### config.mk
export PLATFORM = sky130hd
export DESIGN_NAME = fifo_segmentos_param
export DESIGN_NICKNAME = d
export VERILOG_FILES = /design/src/rtl/fifo_cfg_pkg.sv /design/src/rtl/mem_dual_puerto.sv /design/src/rtl/fifo_segmentos_param.sv
export SDC_FILE = /design/constraint.sdc
export NUM_CORES = 1
export LEC_CHECK = 0
export BUFFER_PORTS_ARGS = -buffer_cell sky130_fd_sc_hd__buf_2
export CORE_AREA = 5 5 136 125
export CTS_CLUSTER_SIZE = 10
export DETAILED_ROUTE_END_ITERATION = 6
export DIE_AREA = 0 0 141 130
export PLACE_DENSITY = 0.69
export SYNTH_ARGS = -nofsm -noshare
export SYNTH_HDL_FRONTEND = slang
export SYNTH_SLANG_ARGS = --single-unit
### constraint.sdc
create_clock -name clk -period 9.01 [get_ports clk]
set_input_delay 2.2525 -clock clk [delete_from_list [all_inputs] [get_ports clk]]
set_output_delay 2.2525 -clock clk [all_outputs]
set_load 0.01 [all_outputs]
### src/rtl/fifo_cfg_pkg.sv
// fifo_cfg_pkg: shared parameter defaults and controller state encodings for
// the segmented FIFO. The states are plain 2-bit constants so the package can
// also be consumed by older tools that do not handle typedef enums well.
//   DEF_DATA_WIDTH  default word width
//   DEF_SEG_DEPTH   default words per segment (power of two)
//   DEF_NUM_SEGS    default maximum number of segments
//   E_SIN_CONFIG    no capacity applied yet; traffic ignored
//   E_OPERANDO      normal push/pop operation
//   E_DRENANDO      draining before a pending capacity change
package fifo_cfg_pkg;

    localparam int DEF_DATA_WIDTH = 8;
    localparam int DEF_SEG_DEPTH  = 4;
    localparam int DEF_NUM_SEGS   = 4;

    localparam logic [1:0] E_SIN_CONFIG = 2'd0;
    localparam logic [1:0] E_OPERANDO   = 2'd1;
    localparam logic [1:0] E_DRENANDO   = 2'd2;

endpackage

### src/rtl/mem_dual_puerto.sv
// mem_dual_puerto: register array with one synchronous write port and one
// asynchronous read port. Contents are deliberately not reset.
//   clk    clock
//   we     write enable
//   waddr  write address
//   wdata  write data
//   raddr  read address
//   rdata  read data (combinational from raddr)
module mem_dual_puerto #(
    parameter int DATA_WIDTH = 8,
    parameter int DEPTH      = 16,
    parameter int AW         = 4
) (
    input  logic                  clk,
    input  logic                  we,
    input  logic [AW-1:0]         waddr,
    input  logic [DATA_WIDTH-1:0] wdata,
    input  logic [AW-1:0]         raddr,
    output logic [DATA_WIDTH-1:0] rdata
);

    logic [DATA_WIDTH-1:0] mem_q [DEPTH];

    always_ff @(posedge clk) begin
        if (we) mem_q[waddr] <= wdata;
    end

    assign rdata = mem_q[raddr];

endmodule

### src/rtl/fifo_segmentos_param.sv
// fifo_segmentos_param: FIFO whose capacity is a run-time selectable number of
// fixed-size segments. A capacity change on a non-empty FIFO is held pending
// while the FIFO drains, then applied with pointers cleared.
//   clk, reset          clock, asynchronous active-high reset
//   push, data_in       write request and data
//   pop                 read request
//   save_config         capture configuration (segment count) this cycle
//   configuration       requested segment count, valid 1..NUM_SEGS
//   data_out/data_valid registered read data and its one-cycle strobe
//   fill_count          stored words
//   buffer_full/empty   fill_count == capacity / fill_count == 0
//   no_config           no capacity applied yet
//   reconfig_pending    draining towards a pending capacity
//   overflow_err        sticky: a push was rejected
//   underflow_err       sticky: a pop was rejected
module fifo_segmentos_param
    import fifo_cfg_pkg::*;
#(
    parameter int DATA_WIDTH = DEF_DATA_WIDTH,
    parameter int SEG_DEPTH  = DEF_SEG_DEPTH,
    parameter int NUM_SEGS   = DEF_NUM_SEGS,
    localparam int CW = $clog2(NUM_SEGS + 1),
    localparam int NW = $clog2(NUM_SEGS * SEG_DEPTH + 1)
) (
    input  logic                  clk,
    input  logic                  reset,
    input  logic                  push,
    input  logic                  pop,
    input  logic [DATA_WIDTH-1:0] data_in,
    input  logic                  save_config,
    input  logic [CW-1:0]         configuration,
    output logic [DATA_WIDTH-1:0] data_out,
    output logic                  data_valid,
    output logic [NW-1:0]         fill_count,
    output logic                  buffer_full,
    output logic                  buffer_empty,
    output logic                  no_config,
    output logic                  reconfig_pending,
    output logic                  overflow_err,
    output logic                  underflow_err
);

    localparam int DEPTH = NUM_SEGS * SEG_DEPTH;
    localparam int AW    = (DEPTH > 1) ? $clog2(DEPTH) : 1;

    logic [1:0]            state_q, state_d;
    logic [NW-1:0]         cap_q, cap_d;
    logic [CW-1:0]         pend_q, pend_d;
    logic [AW-1:0]         wr_q, wr_d, rd_q, rd_d;
    logic [NW-1:0]         cnt_q, cnt_d;
    logic [DATA_WIDTH-1:0] dout_q, dout_d, rd_data;
    logic                  dv_q, dv_d, ovf_q, ovf_d, udf_q, udf_d;

    logic          cfg_ok, operating, push_ok, pop_ok, do_push, do_pop;
    logic          push_rej, pop_rej, apply;
    logic [CW-1:0] apply_cfg;
    logic [AW-1:0] next_wr, next_rd;

    assign cfg_ok    = save_config && configuration != '0 && configuration <= CW'(NUM_SEGS);
    assign operating = state_q != E_SIN_CONFIG;
    // Push/pop are judged against the pre-edge count, independently of each other.
    assign push_ok   = state_q == E_OPERANDO && cnt_q < cap_q;
    assign pop_ok    = operating && cnt_q != '0;
    assign do_push   = push && push_ok;
    assign do_pop    = pop && pop_ok;
    // Traffic before the first configuration is silently ignored (no flags).
    assign push_rej  = push && operating && !push_ok;
    assign pop_rej   = pop && operating && !pop_ok;
    // A capacity is applied on the first config, on a config while empty, or
    // once the drain completes; a config arriving that same cycle wins.
    assign apply     = (state_q == E_SIN_CONFIG && cfg_ok)
                    || (state_q == E_OPERANDO && cfg_ok && cnt_q == '0)
                    || (state_q == E_DRENANDO && cnt_q == '0);
    assign apply_cfg = cfg_ok ? configuration : pend_q;
    assign next_wr   = (NW'(wr_q) == cap_q - NW'(1)) ? '0 : wr_q + AW'(1);
    assign next_rd   = (NW'(rd_q) == cap_q - NW'(1)) ? '0 : rd_q + AW'(1);

    always_comb begin
        state_d = state_q;
        cap_d   = cap_q;
        pend_d  = pend_q;
        wr_d    = wr_q;
        rd_d    = rd_q;
        cnt_d   = cnt_q;
        dout_d  = dout_q;
        dv_d    = 1'b0;
        ovf_d   = ovf_q;
        udf_d   = udf_q;
        if (apply) begin
            state_d = E_OPERANDO;
            cap_d   = NW'(apply_cfg) * NW'(SEG_DEPTH);
            wr_d    = '0;
            rd_d    = '0;
            cnt_d   = '0;
            ovf_d   = 1'b0;
            udf_d   = 1'b0;
        end else begin
            if (do_push) wr_d = next_wr;
            if (do_pop) begin
                rd_d   = next_rd;
                dout_d = rd_data;
                dv_d   = 1'b1;
            end
            cnt_d = cnt_q + NW'(do_push) - NW'(do_pop);
            ovf_d = ovf_q | push_rej;
            udf_d = udf_q | pop_rej;
            // Non-empty when configured here: hold the value and drain first.
            if (cfg_ok && operating) begin
                pend_d  = configuration;
                state_d = E_DRENANDO;
            end
        end
    end

    always_ff @(posedge clk or posedge reset) begin
        if (reset) begin
            state_q <= E_SIN_CONFIG;
            cap_q   <= '0;
            pend_q  <= '0;
            wr_q    <= '0;
            rd_q    <= '0;
            cnt_q   <= '0;
            dout_q  <= '0;
            dv_q    <= 1'b0;
            ovf_q   <= 1'b0;
            udf_q   <= 1'b0;
        end else begin
            state_q <= state_d;
            cap_q   <= cap_d;
            pend_q  <= pend_d;
            wr_q    <= wr_d;
            rd_q    <= rd_d;
            cnt_q   <= cnt_d;
            dout_q  <= dout_d;
            dv_q    <= dv_d;
            ovf_q   <= ovf_d;
            udf_q   <= udf_d;
        end
    end

    mem_dual_puerto #(
        .DATA_WIDTH(DATA_WIDTH),
        .DEPTH     (DEPTH),
        .AW        (AW)
    ) u_mem (
        .clk  (clk),
        .we   (do_push && !apply),
        .waddr(wr_q),
        .wdata(data_in),
        .raddr(rd_q),
        .rdata(rd_data)
    );

    assign data_out         = dout_q;
    assign data_valid       = dv_q;
    assign fill_count       = cnt_q;
    assign buffer_full      = operating && cnt_q == cap_q;
    assign buffer_empty     = cnt_q == '0;
    assign no_config        = state_q == E_SIN_CONFIG;
    assign reconfig_pending = state_q == E_DRENANDO;
    assign overflow_err     = ovf_q;
    assign underflow_err    = udf_q;

endmodule
==> flow_summary_export.csv, run 1 <==
group,metric,value,unit
floorplan,die_area,18330,sq um
drt,drc,0,
sta,setup_ws,4.776,ns
drt,vias,3717,
floorplan,start_util,0.4446,
global_route,grt_max_degree,37,
finish,antenna-diode-count,0,
synth,synth_area,6793,sq um
clocking,post_cts_buffers,0,
clocking,cts_buffers,17,
clocking,cts_tree,"yes",
clocking,clk_path_buf_depth,2,
global_route,grt.total_usage,0.1639,
sta,setup_viol,0,
synth,synthTopCellsByCount,"128 x edfxtp_1, 32 x dfrtp_1, 32 x mux4_2",
finish,final_net_count,475,
power,p_per_area,299.0,nW/um^2
placement,io_buffer_count,35,
synth,syn_nets,442,
synth,synth_warnings,0,
finish,fillers,1258,
setup_path,crit_arrival,1.98,ns
floorplan,pin_count,36,
floorplan,core-area,15280,sq um
drt,wire_per_inst,21.41,um
synth,synth.largest_area_cell,"edfxtp_1",
sta,max_slew_margin,0.2687,
power,vdd_drop_max,0.0001694,V
global_route,grt_pass1_wl,22.08,mm
setup_path,worstSetupEndpointType,"output port",
sta,max_freq,236.2,MHz
setup_path,required,6.76,ns
placement,place_inst,626,
clocking,cts_hold_buf,0,
floorplan,dieHeight,130,um
global_route,antenna_found_initial,0,
drt,drt_pass1_iterations,4,
synth,syn_avg_cell_area,16.57,sq um
finish,multi_input_area,1957,sq um
synth,yosysSeqAreaShare,0.6837,
synth,synth.most_common_cell,"edfxtp_1",
power,p_leak,2.728,nW
floorplan,die_w,141,um
setup_path,path_max_fanout,6,
sta,fin_worst_skew,0.01205,ns
synth,ys_ff_latch,160,
synth,synth_edf_count,128,
sta,rsz0062_at_grt,"no",
clocking,root_buffer,"clkbuf_16",
finish,area_delta_synth_final,14.39,%
floorplan,rows,43,
finish,final_cells,658,
drt,drtIter0Drc,362,
placement,place_ws,4.372,ns
drt,routed_wl,14.09,mm
clocking,clock-sinks,160,
placement,routabilityCongestion,0.8252,
synth,synthArstFlopShare,0.2000,
finish,drive_gt1_frac,0.2588,
placement,hpwl,9.218,mm
setup_path,crit_type,"register to output port",
drt,vias_per_cell,5.649,
clocking,clkTransAtPathRegs,0.06,ns
sta,tightest_slew,1.089,ns
synth,syn_inst,410,
status,run_status,"completed",
synth,ys.flop_type,"edfxtp_1",
sta,finalHoldViolations,0,
min_path,hold_class,"register to register",
clocking,insertion_delay,0.42,ns
clocking,cts-resized-gates,0,
global_route,grt_pass1_vias,3741,
sta,post-route-period-util,0.4699,
setup_path,start_kind,"register",
sta,finalCriticalPeriod,4.234,ns
clocking,ctsHtreeMaxLevel,4,
synth,ys_types,53,
synth,yosysTopAreaCellShare,0.5659,
finish,regArea,4646,sq um
run,cap_violations,0,
drt,postRouteAntennaNets,0,
global_route,overflow,0,
sta,slew_viol_final,0,
synth,synth_area_leaders,"edfxtp_1 57%, dfrtp_1 12%, mux4_2 11%",
sta,finalSetupTns,0,ns
[state kept, by name, indices dropped and copies added, names as in the netlist]
name and cells:
u_mem.mem_q 128, data_out 8, fill_count 5, rd_q 4, wr_q 4, cap_q 3
pend_q 3, state_q 2, data_valid 1, overflow_err 1, underflow_err 1
[worst max-delay path: stages, from the launching register on]
cell and delay, ns:
dfrtp_1 0.40, inv_1 0.12, ha_1 0.17, or4b_1 0.60, clkinv_4 0.13, buf_2 0.13
[per-layer routing]
layer  vias to the layer above  part of all wire  GRT usage
met5                         -                 0          0
met1                      1900              0.44     0.2280
li1                       1678                 -          -
met2                       121              0.47     0.2531
met3                        18             0.073    0.04214
met4                         0             0.016    0.05926
[per-stage QoR]
step	hold slack, ns	total power [mW]	util	area, sq um
global route	0.5263	2.449	0.5085	7770
floorplan	0.4708	1.416	-	6793
detailed placement	0.4897	1.601	0.4681	7152
CTS	0.5027	2.346	0.5085	7770
global placement	0.4856	1.583	0.4681	7152
finish	0.4991	2.324	0.5085	7770
[path summary, 6_finish.rpt]
check	slack, ns	depth (start not counted)	from	to
min	0.50	1	pend_q[1]$_DFFE_PP0P_	pend_q[1]$_DFFE_PP0P_
max reg2reg	5.37	14	fill_count[2]$_DFF_PP0_	fill_count[4]$_DFF_PP0_
max	4.78	5	fill_count[2]$_DFF_PP0_	buffer_empty
min reg2reg	0.50	1	pend_q[1]$_DFFE_PP0P_	pend_q[1]$_DFFE_PP0P_
max in group asynchronous	6.72	3	reset	rd_q[0]$_DFFE_PP0P_
min in group asynchronous	1.92	3	reset	data_out[2]$_DFFE_PP0P_
[power breakdown]
group / switching [mW] / internal (mW) / leakage, nW
combinational: 0.344 / 0.297 / 0.901
sequential: 0.0741 / 0.864 / 1.53
clock: 0.296 / 0.450 / 0.300
total: 0.713 / 1.61 / 2.73
[placed cells by master, fill, tap and decap left out, types with 4 or more instances in the layout]
master and count:
nand3_1 14, o21ai_0 8, nand2_1 15, dfrtp_1 31, nor4b_2 4, buf_2 35
inv_1 22, a221oi_1 8, edfxtp_1 128, buf_4 4, and4b_1 4, mux4_2 32
xor2_1 5, clkbuf_16 17, nor3_1 5, a21oi_1 18, nor2_1 18, a22oi_1 6
ha_1 15
[cell type report]
cell class / count / share of cell area
multi-input cells: 202 / 0.2519
clock inverters: 13 / 0.02254
repair buffers: 39 / 0.02641
well taps: 202 / 0.03253
flip-flops and latches: 160 / 0.5979
inverters: 23 / 0.01176
clock buffers: 19 / 0.05700
[cells by family after synthesis]
| family | Yosys count | share of synthesized area |
|---|---|---|
| flops | 160 | 0.6837 |
| simple gates | 86 | 0.07128 |
| compound gates | 56 | 0.05858 |
| buf+inv | 48 | 0.03279 |
| mux | 35 | 0.1111 |
| fa+ha+maj | 17 | 0.03223 |
| xor+xnor | 8 | 0.01032 |
(Power assumes the default switching activity.)
==> inputs of run 2 (changes only) <==
==> constraint.sdc (replaced) <==
create_clock -name clk -period 4.05 [get_ports clk]
set_input_delay 1.0125 -clock clk [delete_from_list [all_inputs] [get_ports clk]]
set_output_delay 1.0125 -clock clk [all_outputs]
set_load 0.01 [all_outputs]
==> run 2 against run 1 <==
Worst hold slack got worse by 0.026 ns. Critical path depth rose by 9. First-iteration DRC count rose by 3.3%. Largest cell class unchanged. Critical path type is now register to register. Non-clock buffer count increased by 11. Clock skew grew 0.00053 ns. Wire length decreased by 7.1%.
==> flow_summary_export.csv, run 2 (synthesized netlist as in run 1, its figures left out) <==
group,metric,value,unit
status,run_status,"completed",
setup_path,crit_arrival,3.44,ns
finish,largest_reg_flops,128,
placement,hpwl,8.583,mm
finish,final_common_cell,"edfxtp_1",
drt,routed_wl,13.09,mm
drt,drc,0,
sta,finalSetupTns,0,ns
setup_path,critical_path.cell_chain,"inv_1, ha_1, or4b_1, nand3_1, inv_1, ha_1, inv_1, ha_1, inv_1, fa_1, nand2b_1, a21oi_1, o21ai_0, nor3b_1",
global_route,grt_pass1_vias,3771,
placement,place_ws,0.7419,ns
setup_path,path_buf_inv,4,
setup_path,crit_family,"simple AND/OR/NAND/NOR gates",
global_route,grt_pass1_wl,21.00,mm
clocking,clk_path_buf_depth,2,
floorplan,start_util,0.4446,
sta,finalHoldViolations,0,
finish,fillers,1245,
floorplan,pin_count,36,
sta,max_freq,316.6,MHz
floorplan,die_w,141,um
power,vdd_drop_max,0.0003570,V
setup_path,required,4.33,ns
setup_path,start_kind,"register",
finish,top_register,"u_mem.mem_q",
setup_path,cp_slowest_cell,"or4b_1",
clocking,clock-sinks,160,
sta,setup_viol,0,
sta,rsz0062_at_grt,"no",
global_route,overflow,0,
clocking,cts_buffers,17,
run,cap_violations,0,
clocking,post_cts_buffers,0,
setup_path,cp.depth,14,
setup_path,crit_top_cell,"inv_1",
min_path,whs_path_depth,2,
drt,postRouteAntennaNets,0,
finish,area_delta_synth_final,15.58,%
placement,routabilityCongestion,0.7751,
setup_path,worstSetupEndpointType,"register",
finish,layout_common_cells,"128 x edfxtp_1, 35 x buf_2, 32 x mux4_2, 31 x dfrtp_1, 22 x inv_1",
clocking,cts-resized-gates,0,
clocking,cts_tree,"yes",
finish,drive_gt1_frac,0.2762,
setup_path,cpPeakStageDelay,0.60,ns
min_path,hold_class,"register to register",
setup_path,crit_type,"register to register",
drt,wire_per_inst,19.56,um
clocking,ctsHtreeMaxLevel,4,
floorplan,dieHeight,130,um
global_route,grt.total_usage,0.1538,
finish,final_net_count,486,
sta,finalCriticalPeriod,3.159,ns
floorplan,core-area,15280,sq um
sta,whs,0.4730,ns
setup_path,rr_worst_depth,14,
floorplan,die_area,18330,sq um
power,p_per_area,657.1,nW/um^2
global_route,grt_max_degree,33,
sta,fin_worst_skew,0.01258,ns
placement,io_buffer_count,35,
power,p_leak,2.790,nW
sta,tightest_slew,0.8888,ns
global_route,antenna_found_initial,0,
clocking,insertion_delay,0.42,ns
setup_path,path_max_fanout,6,
sta,post-route-period-util,0.7799,
clocking,clkTransAtPathRegs,0.07,ns
clocking,root_buffer,"clkbuf_16",
drt,drt_pass1_iterations,5,
floorplan,rows,43,
drt,drtIter0Drc,374,
drt,vias_per_cell,5.583,
clocking,cts_hold_buf,0,
sta,setup_ws,0.8914,ns
finish,antenna-diode-count,0,
sta,max_slew_margin,0.4063,
setup_path,r2r_slack,0.89,ns
sta,slew_viol_final,0,
drt,vias,3735,
run 2: cell types whose count changed in the layout (fill, tap and decap cells not counted):
cell / change
buf_4: +11
clkinvlp_4: -1
inv_6: +3
inv_8: -1
clkinv_4: -1
run 2: power by group:
group          leakage (nW)  switching, mW  internal [mW]  total (mW)
clock network         0.303          0.660           1.00        1.66
registers              1.53          0.206           1.92        2.13
logic                 0.959          0.699          0.671        1.37
run 2: per-layer routing:
metal / GRT usage / wire, um
met1: 0.2137 / 6032
met2: 0.2365 / 6323
met3: 0.04507 / 615
met4: 0.05014 / 114
met5: 0 / 0
run 2: area by class of cell:
| class | count | area, sq um | share of cell area |
|---|---|---|---|
| Sequential cell | 160 | 4646 | 0.5917 |
| Inverter | 23 | 91.34 | 0.01163 |
| Clock inverter | 13 | 173.9 | 0.02215 |
| Multi-Input combinational cell | 202 | 1957 | 0.2492 |
| Tap cell | 202 | 252.7 | 0.03219 |
| Clock buffer | 19 | 442.9 | 0.05641 |
| Timing Repair Buffer | 50 | 287.8 | 0.03665 |
run 2: stage by stage:
step | cells | power (mW) | util | area [sq um]
final | 669 | 5.159 | 0.5138 | 7851
after global routing | 669 | 5.457 | 0.5138 | 7851
after detailed placement | 637 | 3.548 | 0.4735 | 7234
after floorplan | 410 | 3.150 | - | 6793
after CTS | 669 | 5.212 | 0.5138 | 7851
after global placement | 637 | 3.518 | 0.4735 | 7234
run 2: worst paths after layout:
path | endpoint | startpoint
setup reg to reg | fill_count[4]$_DFF_PP0_ | fill_count[3]$_DFF_PP0_
hold / removal | data_out[1]$_DFFE_PP0P_ | data_out[1]$_DFFE_PP0P_
min in group asynchronous | data_out[0]$_DFFE_PP0P_ | reset
hold reg to reg | data_out[1]$_DFFE_PP0P_ | data_out[1]$_DFFE_PP0P_
setup / recovery | fill_count[4]$_DFF_PP0_ | fill_count[3]$_DFF_PP0_
max in group asynchronous | rd_q[0]$_DFFE_PP0P_ | reset
run 2: worst reg2reg max path, delay by kind of cell (launching register included):
kind,cells,cell delay [ns]
DFF,1,0.44
buffers and inverters,4,0.29
and+or+nand+nor,4,1.07
AOI/OAI and AO/OA,2,0.26
adders and majority gates,4,0.96
==> inputs of run 3 (changes only) <==
--- a/config.mk
+++ b/config.mk
@@ -10,7 +10,7 @@
 export CTS_CLUSTER_SIZE = 10
 export DETAILED_ROUTE_END_ITERATION = 6
 export DIE_AREA = 0 0 141 130
-export PLACE_DENSITY = 0.69
+export PLACE_DENSITY = 0.71
 export SYNTH_ARGS = -nofsm -noshare
 export SYNTH_HDL_FRONTEND = slang
 export SYNTH_SLANG_ARGS = --single-unit
==> constraint.sdc (replaced) <==
create_clock -name clk -period 2.5 [get_ports clk]
set_input_delay 0.625 -clock clk [delete_from_list [all_inputs] [get_ports clk]]
set_output_delay 0.625 -clock clk [all_outputs]
set_load 0.01 [all_outputs]
==> run 3 against run 2 <==
Combinational power increased by 110%. Worst hold slack got worse by 0.20 ns. Sequential power increased by 56%. Largest power group unchanged. Non-clock buffer count increased by 35. The flow now finishes with violations (negative setup slack). Global-route usage increased by 1.4 points. Critical path depth unchanged. Register-to-register slack got worse by 1.0 ns. Count of clock-buffer cells in the layout decreased by 2. Highest routed layer unchanged. Sequential share of layout area decreased by 3.5 points.
==> flow_summary_export.csv, run 3 (synthesized netlist as in run 1, its figures left out) <==
group,metric,value,unit
placement,routabilityCongestion,0.7843,
clocking,clkTransAtPathRegs,0.07,ns
clocking,ctsHtreeMaxLevel,4,
status,run_status,"complete, but fails checks",
global_route,antenna_found_initial,0,
sta,rsz0062_at_grt,"yes",
sta,setup_ws,-0.1042,ns
setup_path,required,2.80,ns
drt,vias_per_cell,5.526,
min_path,hold_class,"primary input to asynchronous set/reset pin",
setup_path,crit_top_cell,"inv_2",
clocking,cts_hold_buf,0,
placement,hpwl,9.140,mm
finish,fin_area,8339,sq um
setup_path,path_buf_inv,4,
drt,postRouteAntennaNets,0,
sta,max_freq,384.0,MHz
clocking,clk_path_buf_depth,2,
clocking,cts_buffers,17,
drt,drc,0,
global_route,grt.total_usage,0.1674,
global_route,grt_pass1_vias,3971,
power,vdd_drop_max,0.0005452,V
finish,top_register,"u_mem.mem_q",
setup_path,worstSetupEndpointType,"register",
drt,top_layer_used,"met4",
sta,finalSetupTns,-0.1742,ns
setup_path,crit_arrival,2.91,ns
clocking,root_buffer,"clkbuf_16",
placement,io_buffer_count,35,
floorplan,pin_count,36,
finish,final_net_count,521,
sta,setup_viol,2,
floorplan,start_util,0.4446,
global_route,overflow,0,
drt,met2WireLength,7.113,mm
clocking,cts_tree,"yes",
global_route,grt_pass1_wl,22.83,mm
floorplan,core-area,15280,sq um
floorplan,die_area,18330,sq um
drt,vias,3890,
finish,layout_common_cells,"128 x edfxtp_1, 42 x buf_4, 34 x buf_2, 32 x mux4_2, 31 x dfrtp_1",
setup_path,path_max_fanout,3,
global_route,grt_max_degree,33,
status,violations,"negative setup slack",
drt,wire_per_inst,20.25,um
sta,slew_viol_final,0,
finish,final_common_cell,"edfxtp_1",
drt,drtIter0Drc,409,
sta,post-route-period-util,1.042,
sta,max_slew_margin,0.4840,
finish,largest_reg_flops,128,
finish,drive_gt1_frac,0.3665,
sta,finalHoldViolations,0,
floorplan,die_w,141,um
setup_path,crit_family,"simple AND/OR/NAND/NOR gates",
setup_path,cpPeakStageDelay,0.47,ns
sta,tightest_slew,0.7740,ns
placement,dpl_cell_area,7635,sq um
clocking,insertion_delay,0.42,ns
drt,wl_met1,6.429,mm
setup_path,cp_slowest_cell,"or4b_4",
finish,area_delta_synth_final,22.77,%
setup_path,crit_type,"register to register",
placement,place_ws,-0.1774,ns
drt,drt_pass1_iterations,5,
setup_path,start_kind,"register",
setup_path,critical_path.cell_chain,"inv_2, ha_4, or4b_4, nand3_4, inv_2, ha_4, inv_2, ha_4, inv_2, fa_2, nand2b_4, a21oi_4, o21ai_2, nor3b_2",
run,cap_violations,0,
clocking,clock-sinks,160,
sta,finalCriticalPeriod,2.604,ns
drt,dr_wl_met3,514,um
floorplan,dieHeight,130,um
drt,routed_wl,14.26,mm
finish,antenna-diode-count,0,
power,p_leak,2.999,nW
power,p_per_area,1071,nW/um^2
sta,fin_worst_skew,0.009014,ns
sta,whs,0.2753,ns
floorplan,rows,43,
-- run 3: worst register-to-register path, cell delays in order, from the launching register on --
cell and delay, ns:
dfrtp_1 0.42, inv_2 0.09, ha_4 0.11, or4b_4 0.47, nand3_4 0.08, inv_2 0.05, ha_4 0.20, inv_2 0.06
ha_4 0.13, inv_2 0.03, fa_2 0.33, nand2b_4 0.15, a21oi_4 0.13, o21ai_2 0.06, nor3b_2 0.16
-- run 3: metrics by stage --
step | power [mW] | utilization | cells
global route | 9.397 | 0.5458 | 704
global placement | 6.051 | 0.4997 | 666
floorplan | 5.220 | - | 410
CTS | 8.933 | 0.5441 | 703
detailed placement | 6.148 | 0.4997 | 666
finish | 8.929 | 0.5458 | 704
-- run 3: what timing repair did --
action / in CTS / in global routing
endpoints found under the setup margin: 2 / 7
buffers inserted: 5 / 1
gates resized for setup: 4 / 5
pin swaps: 6 / 3
-- run 3: routing by layer --
metal	global-route usage	vias to the layer above
li1	-	1772
met4	0.05812	0
met5	0	-
met1	0.2313	2010
met3	0.03628	12
met2	0.2666	96
-- run 3: final timing paths --
kind	from	endpoint	slack [ns]	cells after the start
max	fill_count[3]$_DFF_PP0_	fill_count[4]$_DFF_PP0_	-0.10	14
min	reset	rd_q[1]$_DFFE_PP0P_	0.28	2
max reg2reg	fill_count[3]$_DFF_PP0_	fill_count[4]$_DFF_PP0_	-0.10	14
min reg2reg	data_out[1]$_DFFE_PP0P_	data_out[1]$_DFFE_PP0P_	0.47	2
max in group asynchronous	reset	wr_q[1]$_DFFE_PP0P_	1.50	3
min in group clk	push	overflow_err$_DFF_PP0_	0.47	3
-- run 3: layout make-up --
cell class	instances	area, sq um
clock buffer	17	425.4
clock inverter	15	196.4
fill	1196	6940
inverter	23	93.84
multi-input combinational	202	2077
sequential	160	4646
tap	202	252.7
timing repair buffer	85	648.1
-- run 3: power breakdown --
part	switching [mW]	internal (mW)
Sequential	0.217	3.11
Clock	1.09	1.60
Combinational	1.46	1.45
Total	2.77	6.16
